--- src/rtl/tcp_rx_notify_splitter_if.sv ---
// Valid/ready descriptor channel carrying a session ID and a byte length.
// Used for both the notification input and the read-descriptor output.
interface tcp_rx_notify_splitter_if #(
  parameter int SID_BITS = 16,
  parameter int LEN_BITS = 16
);
  logic                valid;
  logic                ready;
  logic [SID_BITS-1:0] sid;
  logic [LEN_BITS-1:0] len;

  modport master (
    output valid,
    output sid,
    output len,
    input  ready
  );

  modport slave (
    input  valid,
    input  sid,
    input  len,
    output ready
  );
endinterface

--- src/rtl/tcp_rx_notify_splitter.sv ---
// Splits TCP RX notifications into read descriptors of at most MAX_CHUNK bytes.
// A credit counter bounds in-flight descriptors; s_cmpl returns one credit.
module tcp_rx_notify_splitter #(
  parameter  int SID_BITS      = 16,
  parameter  int LEN_BITS      = 16,
  parameter  int MAX_CHUNK     = 4096,
  parameter  int N_OUTSTANDING = 8,
  localparam int CRED_W        = $clog2(N_OUTSTANDING + 1)
) (
  input  logic                     aclk,
  input  logic                     areset,
  tcp_rx_notify_splitter_if.slave  s_notify,
  tcp_rx_notify_splitter_if.master m_rd_pkg,
  input  logic                     s_cmpl,
  output logic [CRED_W-1:0]        credits,
  output logic                     busy,
  output logic                     err_cmpl_ovf
);

  localparam logic [LEN_BITS-1:0] CHUNK_MAX = LEN_BITS'(MAX_CHUNK);
  localparam logic [CRED_W-1:0]   CRED_FULL = CRED_W'(N_OUTSTANDING);

  typedef enum logic {
    ST_IDLE  = 1'b0,
    ST_ISSUE = 1'b1
  } state_t;

  function automatic logic [LEN_BITS-1:0] sat_chunk(input logic [LEN_BITS-1:0] rem);
    return (rem > CHUNK_MAX) ? CHUNK_MAX : rem;
  endfunction

  state_t              state_r, state_nxt;
  logic [SID_BITS-1:0] sid_r, sid_nxt;
  logic [LEN_BITS-1:0] rem_r, rem_nxt;
  logic [CRED_W-1:0]   cred_r, cred_nxt;
  logic                err_r, err_nxt;

  logic [LEN_BITS-1:0] chunk;
  logic                full;
  logic                notify_ready;
  logic                pkg_valid;
  logic                accept;
  logic                fire;
  logic                cred_ret;

  // Every output is a function of registered state only.
  assign chunk        = sat_chunk(rem_r);
  assign full         = (cred_r == CRED_FULL);
  assign notify_ready = (state_r == ST_IDLE);
  assign pkg_valid    = (state_r == ST_ISSUE) && (cred_r != '0);
  assign accept       = s_notify.valid & notify_ready;
  assign fire         = pkg_valid & m_rd_pkg.ready;
  assign cred_ret     = s_cmpl & ~full;

  assign s_notify.ready = notify_ready;
  assign m_rd_pkg.valid = pkg_valid;
  assign m_rd_pkg.sid   = sid_r;
  assign m_rd_pkg.len   = chunk;
  assign credits        = cred_r;
  assign busy           = (state_r == ST_ISSUE);
  assign err_cmpl_ovf   = err_r;

  always_comb begin
    state_nxt = state_r;
    sid_nxt   = sid_r;
    rem_nxt   = rem_r;
    cred_nxt  = cred_r;
    err_nxt   = err_r | (s_cmpl & full);

    case (state_r)
      ST_IDLE: begin
        if (accept) begin
          sid_nxt = s_notify.sid;
          rem_nxt = s_notify.len;
          // A zero-length notification is consumed without issuing anything.
          if (s_notify.len != '0) state_nxt = ST_ISSUE;
        end
      end
      ST_ISSUE: begin
        if (fire) begin
          rem_nxt = rem_r - chunk;
          if (rem_r == chunk) state_nxt = ST_IDLE;
        end
      end
      default: state_nxt = ST_IDLE;
    endcase

    case ({fire, cred_ret})
      2'b10:   cred_nxt = cred_r - CRED_W'(1);
      2'b01:   cred_nxt = cred_r + CRED_W'(1);
      default: cred_nxt = cred_r;
    endcase
  end

  // Reset restores full credit: downstream stages are reset alongside this block.
  always_ff @(posedge aclk) begin
    if (areset) begin
      state_r <= ST_IDLE;
      sid_r   <= '0;
      rem_r   <= '0;
      cred_r  <= CRED_FULL;
      err_r   <= 1'b0;
    end else begin
      state_r <= state_nxt;
      sid_r   <= sid_nxt;
      rem_r   <= rem_nxt;
      cred_r  <= cred_nxt;
      err_r   <= err_nxt;
    end
  end

endmodule

--- src/flat_wrapper.sv ---
// flat-port wrapper written by rule: the top's interface ports become plain ports
module tcp_rx_notify_splitter_flat 
#(
  parameter  int SID_BITS      = 16,
  parameter  int LEN_BITS      = 16,
  parameter  int MAX_CHUNK     = 4096,
  parameter  int N_OUTSTANDING = 8,
  localparam int CRED_W        = $clog2(N_OUTSTANDING + 1)
)
  (aclk, areset, s_cmpl, credits, busy, err_cmpl_ovf, s_notify_valid, s_notify_sid, s_notify_len, s_notify_ready, m_rd_pkg_valid, m_rd_pkg_sid, m_rd_pkg_len, m_rd_pkg_ready);
  tcp_rx_notify_splitter_if #(.SID_BITS(SID_BITS), .LEN_BITS(LEN_BITS)) s_notify_i ();
  tcp_rx_notify_splitter_if #(.SID_BITS(SID_BITS), .LEN_BITS(LEN_BITS)) m_rd_pkg_i ();
  input  logic aclk;
  input  logic areset;
  input  logic s_cmpl;
  output logic [CRED_W-1:0] credits;
  output logic busy;
  output logic err_cmpl_ovf;
  input wire logic [$bits(s_notify_i.valid)-1:0] s_notify_valid;
  input wire logic [$bits(s_notify_i.sid)-1:0] s_notify_sid;
  input wire logic [$bits(s_notify_i.len)-1:0] s_notify_len;
  output wire logic [$bits(s_notify_i.ready)-1:0] s_notify_ready;
  output wire logic [$bits(m_rd_pkg_i.valid)-1:0] m_rd_pkg_valid;
  output wire logic [$bits(m_rd_pkg_i.sid)-1:0] m_rd_pkg_sid;
  output wire logic [$bits(m_rd_pkg_i.len)-1:0] m_rd_pkg_len;
  input wire logic [$bits(m_rd_pkg_i.ready)-1:0] m_rd_pkg_ready;
  assign s_notify_i.valid = s_notify_valid;
  assign s_notify_i.sid = s_notify_sid;
  assign s_notify_i.len = s_notify_len;
  assign s_notify_ready = s_notify_i.ready;
  assign m_rd_pkg_valid = m_rd_pkg_i.valid;
  assign m_rd_pkg_sid = m_rd_pkg_i.sid;
  assign m_rd_pkg_len = m_rd_pkg_i.len;
  assign m_rd_pkg_i.ready = m_rd_pkg_ready;
  tcp_rx_notify_splitter #(.SID_BITS(SID_BITS), .LEN_BITS(LEN_BITS), .MAX_CHUNK(MAX_CHUNK), .N_OUTSTANDING(N_OUTSTANDING)) u_core (.aclk(aclk), .areset(areset), .s_notify(s_notify_i), .m_rd_pkg(m_rd_pkg_i), .s_cmpl(s_cmpl), .credits(credits), .busy(busy), .err_cmpl_ovf(err_cmpl_ovf));
endmodule
--- config.mk ---
export PLATFORM = sky130hd
export DESIGN_NAME = tcp_rx_notify_splitter_flat
export DESIGN_NICKNAME = d
export VERILOG_FILES = /design/src/rtl/tcp_rx_notify_splitter_if.sv /design/src/rtl/tcp_rx_notify_splitter.sv /design/src/flat_wrapper.sv
export SDC_FILE = /design/constraint.sdc
export NUM_CORES = 1
export LEC_CHECK = 0
export ABC_AREA = 1
export CAP_MARGIN = 15
export CORE_MARGIN = 2
export CORE_UTILIZATION = 25
export CTS_CLUSTER_DIAMETER = 50
export CTS_CLUSTER_SIZE = 14
export DETAILED_ROUTE_END_ITERATION = 10
export PLACE_DENSITY = 0.46
export SLEW_MARGIN = 30
export SYNTH_ARGS = -nofsm -noshare
export SYNTH_HDL_FRONTEND = slang
export SYNTH_SLANG_ARGS = --single-unit
--- constraint.sdc ---
create_clock -name aclk -period 2.45 [get_ports aclk]
set_clock_uncertainty 0.1 [all_clocks]
set_input_delay 0.6125 -clock aclk [delete_from_list [all_inputs] [get_ports aclk]]
set_output_delay 0.6125 -clock aclk [all_outputs]
set_load 0.005 [all_outputs]
==> flow_metrics.tcl, run 1 <==
set metrics [dict create \
    status "completed" \
    design_area_um2 3277 \
    setup_viol 0 \
    cp.arrival_ns 1.65 \
    timing.rr.end "u_core.credits[3]$_SDFFE_PP1P_" \
    num_rows 33 \
    fp.dieArea_um2 9273 \
    clk_latency_ns 0.29 \
    worstMarginPinSlew_ns 0.6392 \
    io_buffers 73 \
    synth_area_um2 2130 \
    first_pass_iters 4 \
    dp_hpwl_um 4926 \
    cp-start-kind "flip-flop" \
    post-cts-setup-buffers 0 \
    layout_min_cycle_time_ns 2.366 \
    area_delta_synth_final_pct 53.88 \
    antenna_found_initial 0 \
    drive_above_1_share_pct 16.75 \
    initial_core_util_pct 25.92 \
    cts_root_buf "clkbuf_8" \
    min_from "u_core.err_cmpl_ovf$_SDFF_PP0_" \
    yosys_warnings 0 \
    drc 0 \
    cts_buffer_depth 2 \
    dp.cells 497 \
    finalMaxSlewViolations 0 \
    die_w_um 96.30 \
    final_hold_viol_count 0 \
    wirelength_um 6497 \
    globalplace.congestion 0.7793 \
    finalNonFillerCells 505 \
    cp-end-kind "output pin" \
    period_share_pct 96.57 \
    place_area_um2 3133 \
    hold_path_depth 2 \
    r2r_slack_ns 0.28 \
    vias 2273 \
    cts_tree "built" \
    multi_input_area_um2 1211 \
    io_pins 77 \
    critPathMaxFanout 7 \
    maxCapViolations 0 \
    slew_headroom_pct 57.34 \
    pwr_density_cell_nw_per_um2 730.3 \
    min_to "u_core.err_cmpl_ovf$_SDFF_PP0_" \
    clkTransAtPathRegs_ns 0.08 \
    h-tree-depth 2 \
    area.sequential_um2 764.5 \
    numCtsBuffers 5 \
    rsz0062_at_grt "no" \
    track_usage_pct 15.00 \
    final_nets 441 \
    synthesis.instances 304 \
    die_h_um 96.30 \
    core-area_um2 8217 \
    via_per_inst 4.501 \
    synth-seq-area-share_pct 35.72 \
    r2r.worst_path.cells 13 \
    dr.first_iter.drc_count 81 \
    grt_max_degree 22 \
    ant_nets 0 \
    worstPathRequired_ns 1.74 \
    irDropWorstVdd_mv 0.2792 \
    tns_ns 0 \
    hold_class "flip-flop to flip-flop" \
    overflow 0 \
    synth_seq_cells 38 \
    grt_pass1_vias 2224 \
    fillers 870 \
    grt_pass1_wl_um 10770 \
    antenna_cells 0 \
    fin_util_pct 39.88 \
    wl_per_cell_um 12.87 \
    r2r_start "u_core.credits[2]$_SDFFE_PP0P_" \
    fmax_ghz 0.4227 \
    cts_sinks 38 \
    criticalPathCategory "flip-flop to output pin" \
    p_leak_nw 1.407 \
    synth.avg_cell_area_um2 7.005 \
    synth_cell_types 40 \
]
## power breakdown
group	switching (mW)	internal [mW]	total (mW)
Combinational	0.545	0.529	1.07
Sequential	0.0587	0.709	0.768
Clock	0.248	0.303	0.551
Total	0.852	1.54	2.39
## critical path, cell delays in order, from the launching register on
cell and delay [ns]:
dfxtp_1 0.38, nor2_4 0.05, buf_4 0.13, nand3_2 0.08, buf_4 0.19, clkdlybuf4s50_1 0.52
## state kept, by name, indices dropped and copies added (netlist names)
name	count
u_core.err_cmpl_ovf	1
u_core.rem_r	16
u_core.m_rd_pkg.sid	16
u_core.busy	1
u_core.credits	4
## placed cells by master, fill, tap and decap left out, types with 3 or more instances in the layout
cell type        count
a221oi_1             6
a31oi_1              3
conb_1               4
o21ai_1              4
dlygate4sd2_1       13
clkbuf_8             5
inv_1               25
nor2_4               3
a21oi_1             21
nand3_1             11
dfxtp_1             35
dfxtp_2              3
o211ai_2             3
o211ai_1             3
inv_2                4
nor2_2               3
clkdlybuf4s50_1     60
nor2_1              67
buf_4               29
xor2_1               4
nand2_4              3
nand2_1             34
nor4_1               4
o21ai_0             27
## through the flow
stage / setup WS, ns / hold slack, ns / power (mW)
3_5_place_dp: -0.4063 / 0.3522 / 1.825
6_report: 0.08409 / 0.3603 / 2.393
5_1_grt: 0.01600 / 0.3934 / 2.587
3_3_place_gp: -0.3728 / 0.3453 / 1.829
4_1_cts: 0.05924 / 0.3652 / 2.421
2_1_floorplan: 0.09177 / 0.3466 / 1.350
## layer usage
| layer | share of wire (%) | GRT usage, % |
|---|---|---|
| met2 | 48 | 25.75 |
| met5 | 0 | 0 |
| met1 | 45 | 18.71 |
| met4 | 0.71 | 2.465 |
| met3 | 6.6 | 4.699 |
## worst max-delay path by stage
stage               slack, ns                     startpoint                              to  cells after the start
floorplan                0.09         u_core.busy$_SDFF_PP0_  u_core.credits[3]$_SDFFE_PP1P_                     14
global placement        -0.37                         s_cmpl  u_core.credits[3]$_SDFFE_PP1P_                     13
detailed placement      -0.41                         s_cmpl  u_core.credits[3]$_SDFFE_PP1P_                     13
CTS                      0.06  u_core.rem_r[14]$_SDFFE_PP0P_                m_rd_pkg_len[12]                      5
global route             0.02                 m_rd_pkg_ready  u_core.credits[3]$_SDFFE_PP1P_                     12
finish                   0.08  u_core.rem_r[14]$_SDFFE_PP0P_                m_rd_pkg_len[12]                      5
## area by class of cell
class	count	area share, %
Timing Repair Buffer	102	28.45
Tap cell	105	4.009
Sequential cell	38	23.33
Clock buffer	5	2.100
Multi-Input combinational cell	221	36.96
Clock inverter	3	1.375
Inverter	31	3.780
## synthesized netlist by cell type
master,number,area (um2)
nor4_1,4,25.02
and3_1,1,6.260
dfxtp_1,38,760.7
nand3_2,2,20.02
a211oi_1,1,7.510
a21oi_2,1,8.760
a31oi_2,1,12.51
xnor2_1,1,8.760
a221oi_1,6,52.55
o21a_1,1,7.510
a22oi_1,1,7.510
nand4_1,2,12.51
nor2_1,69,259.0
inv_2,4,15.01
xor2_1,4,35.03
o21ai_0,28,140.1
fa_1,1,20.02
o21ai_1,3,15.01
o211ai_2,3,37.54
nor2_2,2,12.51
nand3_4,1,17.52
nand2_4,2,22.52
clkbuf_1,7,26.28
nand2_1,34,127.6
nand3b_1,1,7.510
nand2_2,3,18.77
ha_1,4,50.05
a31oi_1,3,18.77
clkinv_1,1,3.750
buf_4,3,22.52
o211ai_1,3,22.52
buf_6,1,11.26
buf_1,1,3.750
nand3_1,11,55.05
buf_2,4,20.02
nor3_1,1,5.000
inv_1,26,97.59
a21oi_1,21,105.1
conb_1,2,7.510
nor2_4,2,22.52
## cell families after synthesis
group	after synthesis	synth area share [%]
simple gates	135	28.73
compound gates	72	20.45
buf+inv	47	9.400
flops	38	35.72
xor+xnor	5	2.056
fa+ha+maj	5	3.290
other cells	2	0.3527
## timing repair
action                                  CTS  global route
pin swaps                                 3             2
endpoints found under the setup margin   13             3
gates resized for setup                  23             5
hold endpoints to repair                  0             0
hold buffers                              0             0
No activity file was read; power rests on OpenSTA's default activity.
==> inputs of run 2 (changes only) <==
--- a/config.mk
+++ b/config.mk
@@ -7,6 +7,7 @@
 export LEC_CHECK = 0
 export ABC_AREA = 1
 export CAP_MARGIN = 15
+export CORE_ASPECT_RATIO = 0.75
 export CORE_MARGIN = 2
 export CORE_UTILIZATION = 25
 export CTS_CLUSTER_DIAMETER = 50
==> run 2 against run 1 <==
- maximum frequency is 1.1% higher
- routed wire length is 2.2% higher
- highest routed layer unchanged
- design area is 1.6% higher
- sequential power hardly changed
- largest power group unchanged
- sequential share of layout area is 0.41 points lower
==> flow_metrics.tcl, run 2 (synthesized netlist as in run 1, its figures left out) <==
set metrics [dict create \
    switchingPower_mw 0.8937 \
    clkTransAtPathRegs_ns 0.06 \
    critPathMaxFanout 7 \
    cts_root_buf "clkbuf_16" \
    wl_per_cell_um 13.12 \
    p_leak_nw 1.426 \
    area.sequential_um2 763.2 \
    maxCapViolations 0 \
    die_h_um 83.93 \
    status "completed" \
    pwr_density_cell_nw_per_um2 767.8 \
    layout_commonest_cell "nor2_1" \
    h-tree-depth 2 \
    worstPathRequired_ns 1.74 \
    cts_tree "built" \
    rsz0062_at_grt "no" \
    cp-start-kind "flip-flop" \
    globalplace.congestion 0.7512 \
    pwr-share-clk_pct 26.2 \
    io_pins 77 \
    hold_ws_ns 0.3565 \
    dp_hpwl_um 4848 \
    p_int_mw 1.663 \
    irDropWorstVdd_mv 0.4292 \
    period_share_pct 95.55 \
    numCtsBuffers 5 \
    layout_min_cycle_time_ns 2.341 \
    cp-end-kind "output pin" \
    setup_viol 0 \
    antenna_found_initial 0 \
    die_w_um 110.6 \
    dr.first_iter.drc_count 74 \
    via_per_inst 4.462 \
    num_rows 29 \
    layout_common_cells "nor2_1, clkdlybuf4s50_1, dfxtp_1" \
    fillers 906 \
    ant_nets 0 \
    place_area_um2 3119 \
    track_usage_pct 14.60 \
    cts_sinks 38 \
    io_buffers 73 \
    grt_pass1_vias 2262 \
    cts_hold_buf 0 \
    wirelength_um 6641 \
    vias 2258 \
    grt_max_degree 25 \
    final_hold_viol_count 0 \
    cp.arrival_ns 1.63 \
    hold_class "flip-flop to flip-flop" \
    tns_ns 0 \
    clk_latency_ns 0.28 \
    fp.dieArea_um2 9280 \
    fin_util_pct 39.74 \
    drc 0 \
    multi_input_area_um2 1221 \
    grt_pass1_wl_um 11100 \
    design_area_um2 3331 \
    hold_path_depth 2 \
    cts_buffer_depth 2 \
    swShare_pct 34.95 \
    r2r.worst_path.cells 13 \
    seqPwrFrac_pct 30.0 \
    initial_core_util_pct 25.41 \
    fmax_ghz 0.4272 \
    finalMaxSlewViolations 0 \
    final_nets 439 \
    core-area_um2 8382 \
    pwr-share-comb_pct 43.8 \
    criticalPathCategory "flip-flop to output pin" \
    overflow 0 \
    drive_above_1_share_pct 16.33 \
    antenna_cells 0 \
    first_pass_iters 4 \
    area_delta_synth_final_pct 56.40 \
]
## run 2: cell count changes in the layout (fill, tap and decap cells not counted), sizes merged
cell          delta
buf              -2
bufinv           -1
clkbuf           +1
clkinv           +1
clkinvlp         -1
dlygate4sd2      -1
dlymetal6s2s     +1
## run 2: per-stage QoR
stage                     setup slack, ns  std cells  power (mW)
after floorplan                   0.09177        306       1.350
after global placement            -0.3911        496       1.815
after detailed placement          -0.4061        496       1.818
after CTS                        0.006622        504       2.532
after global routing              0.01719        506       2.764
final                              0.1091        506       2.557
## run 2: metal layers
| layer | part of all wire [%] | vias up | GRT usage [%] |
|---|---|---|---|
| li1 | - | 1185 | - |
| met5 | 0 | - | 0 |
| met1 | 49 | 1004 | 19.02 |
| met3 | 6.8 | 9 | 5.084 |
| met2 | 43 | 60 | 22.64 |
| met4 | 1.6 | 0 | 4.773 |
## run 2: cell type report
type | count | area share, %
sequential | 38 | 22.92
clock buffer | 6 | 4.170
timing repair buffer | 100 | 28.02
tap | 108 | 4.057
multi-input combinational | 221 | 36.66
clock inverter | 2 | 0.3757
inverter | 31 | 3.794
## run 2: power groups by stage
stage	Sequential, mW	Clock [mW]	Combinational [mW]
5_1_grt	0.780	0.719	1.26
3_3_place_gp	0.775	0	1.04
6_report	0.767	0.671	1.12
3_5_place_dp	0.776	0	1.04
4_1_cts	0.766	0.691	1.07
2_1_floorplan	0.794	0	0.557
## run 2: final timing paths
path	from	end	slack, ns
worst min register to register	u_core.err_cmpl_ovf$_SDFF_PP0_	u_core.err_cmpl_ovf$_SDFF_PP0_	0.36
worst min-delay path	u_core.err_cmpl_ovf$_SDFF_PP0_	u_core.err_cmpl_ovf$_SDFF_PP0_	0.36
worst max-delay path	u_core.rem_r[14]$_SDFFE_PP0P_	m_rd_pkg_len[12]	0.11
worst max register to register	u_core.credits[3]$_SDFFE_PP1P_	u_core.credits[3]$_SDFFE_PP1P_	0.19
## run 2: worst max-delay path, stage by stage, from the launching register on
cell,delay [ns]
dfxtp_1,0.38
nor2_2,0.06
buf_4,0.13
nand3_2,0.08
buf_4,0.18
clkdlybuf4s50_1,0.52
## run 2: repair_timing
| item | in CTS | in global routing |
|---|---|---|
| endpoints found under the setup margin | 13 | 2 |
| setup buffers | 0 | 2 |
| resized for setup | 22 | 7 |
| pin swaps | 3 | 4 |
==> inputs of run 3 (changes only) <==
--- a/config.mk
+++ b/config.mk
@@ -6,7 +6,7 @@
 export NUM_CORES = 1
 export LEC_CHECK = 0
 export ABC_AREA = 1
-export CAP_MARGIN = 15
+export CAP_MARGIN = 20
 export CORE_ASPECT_RATIO = 0.75
 export CORE_MARGIN = 2
 export CORE_UTILIZATION = 25
==> results of run 3 <==
Same layout as run 2: the final DEF is identical, and so are final timing and power.
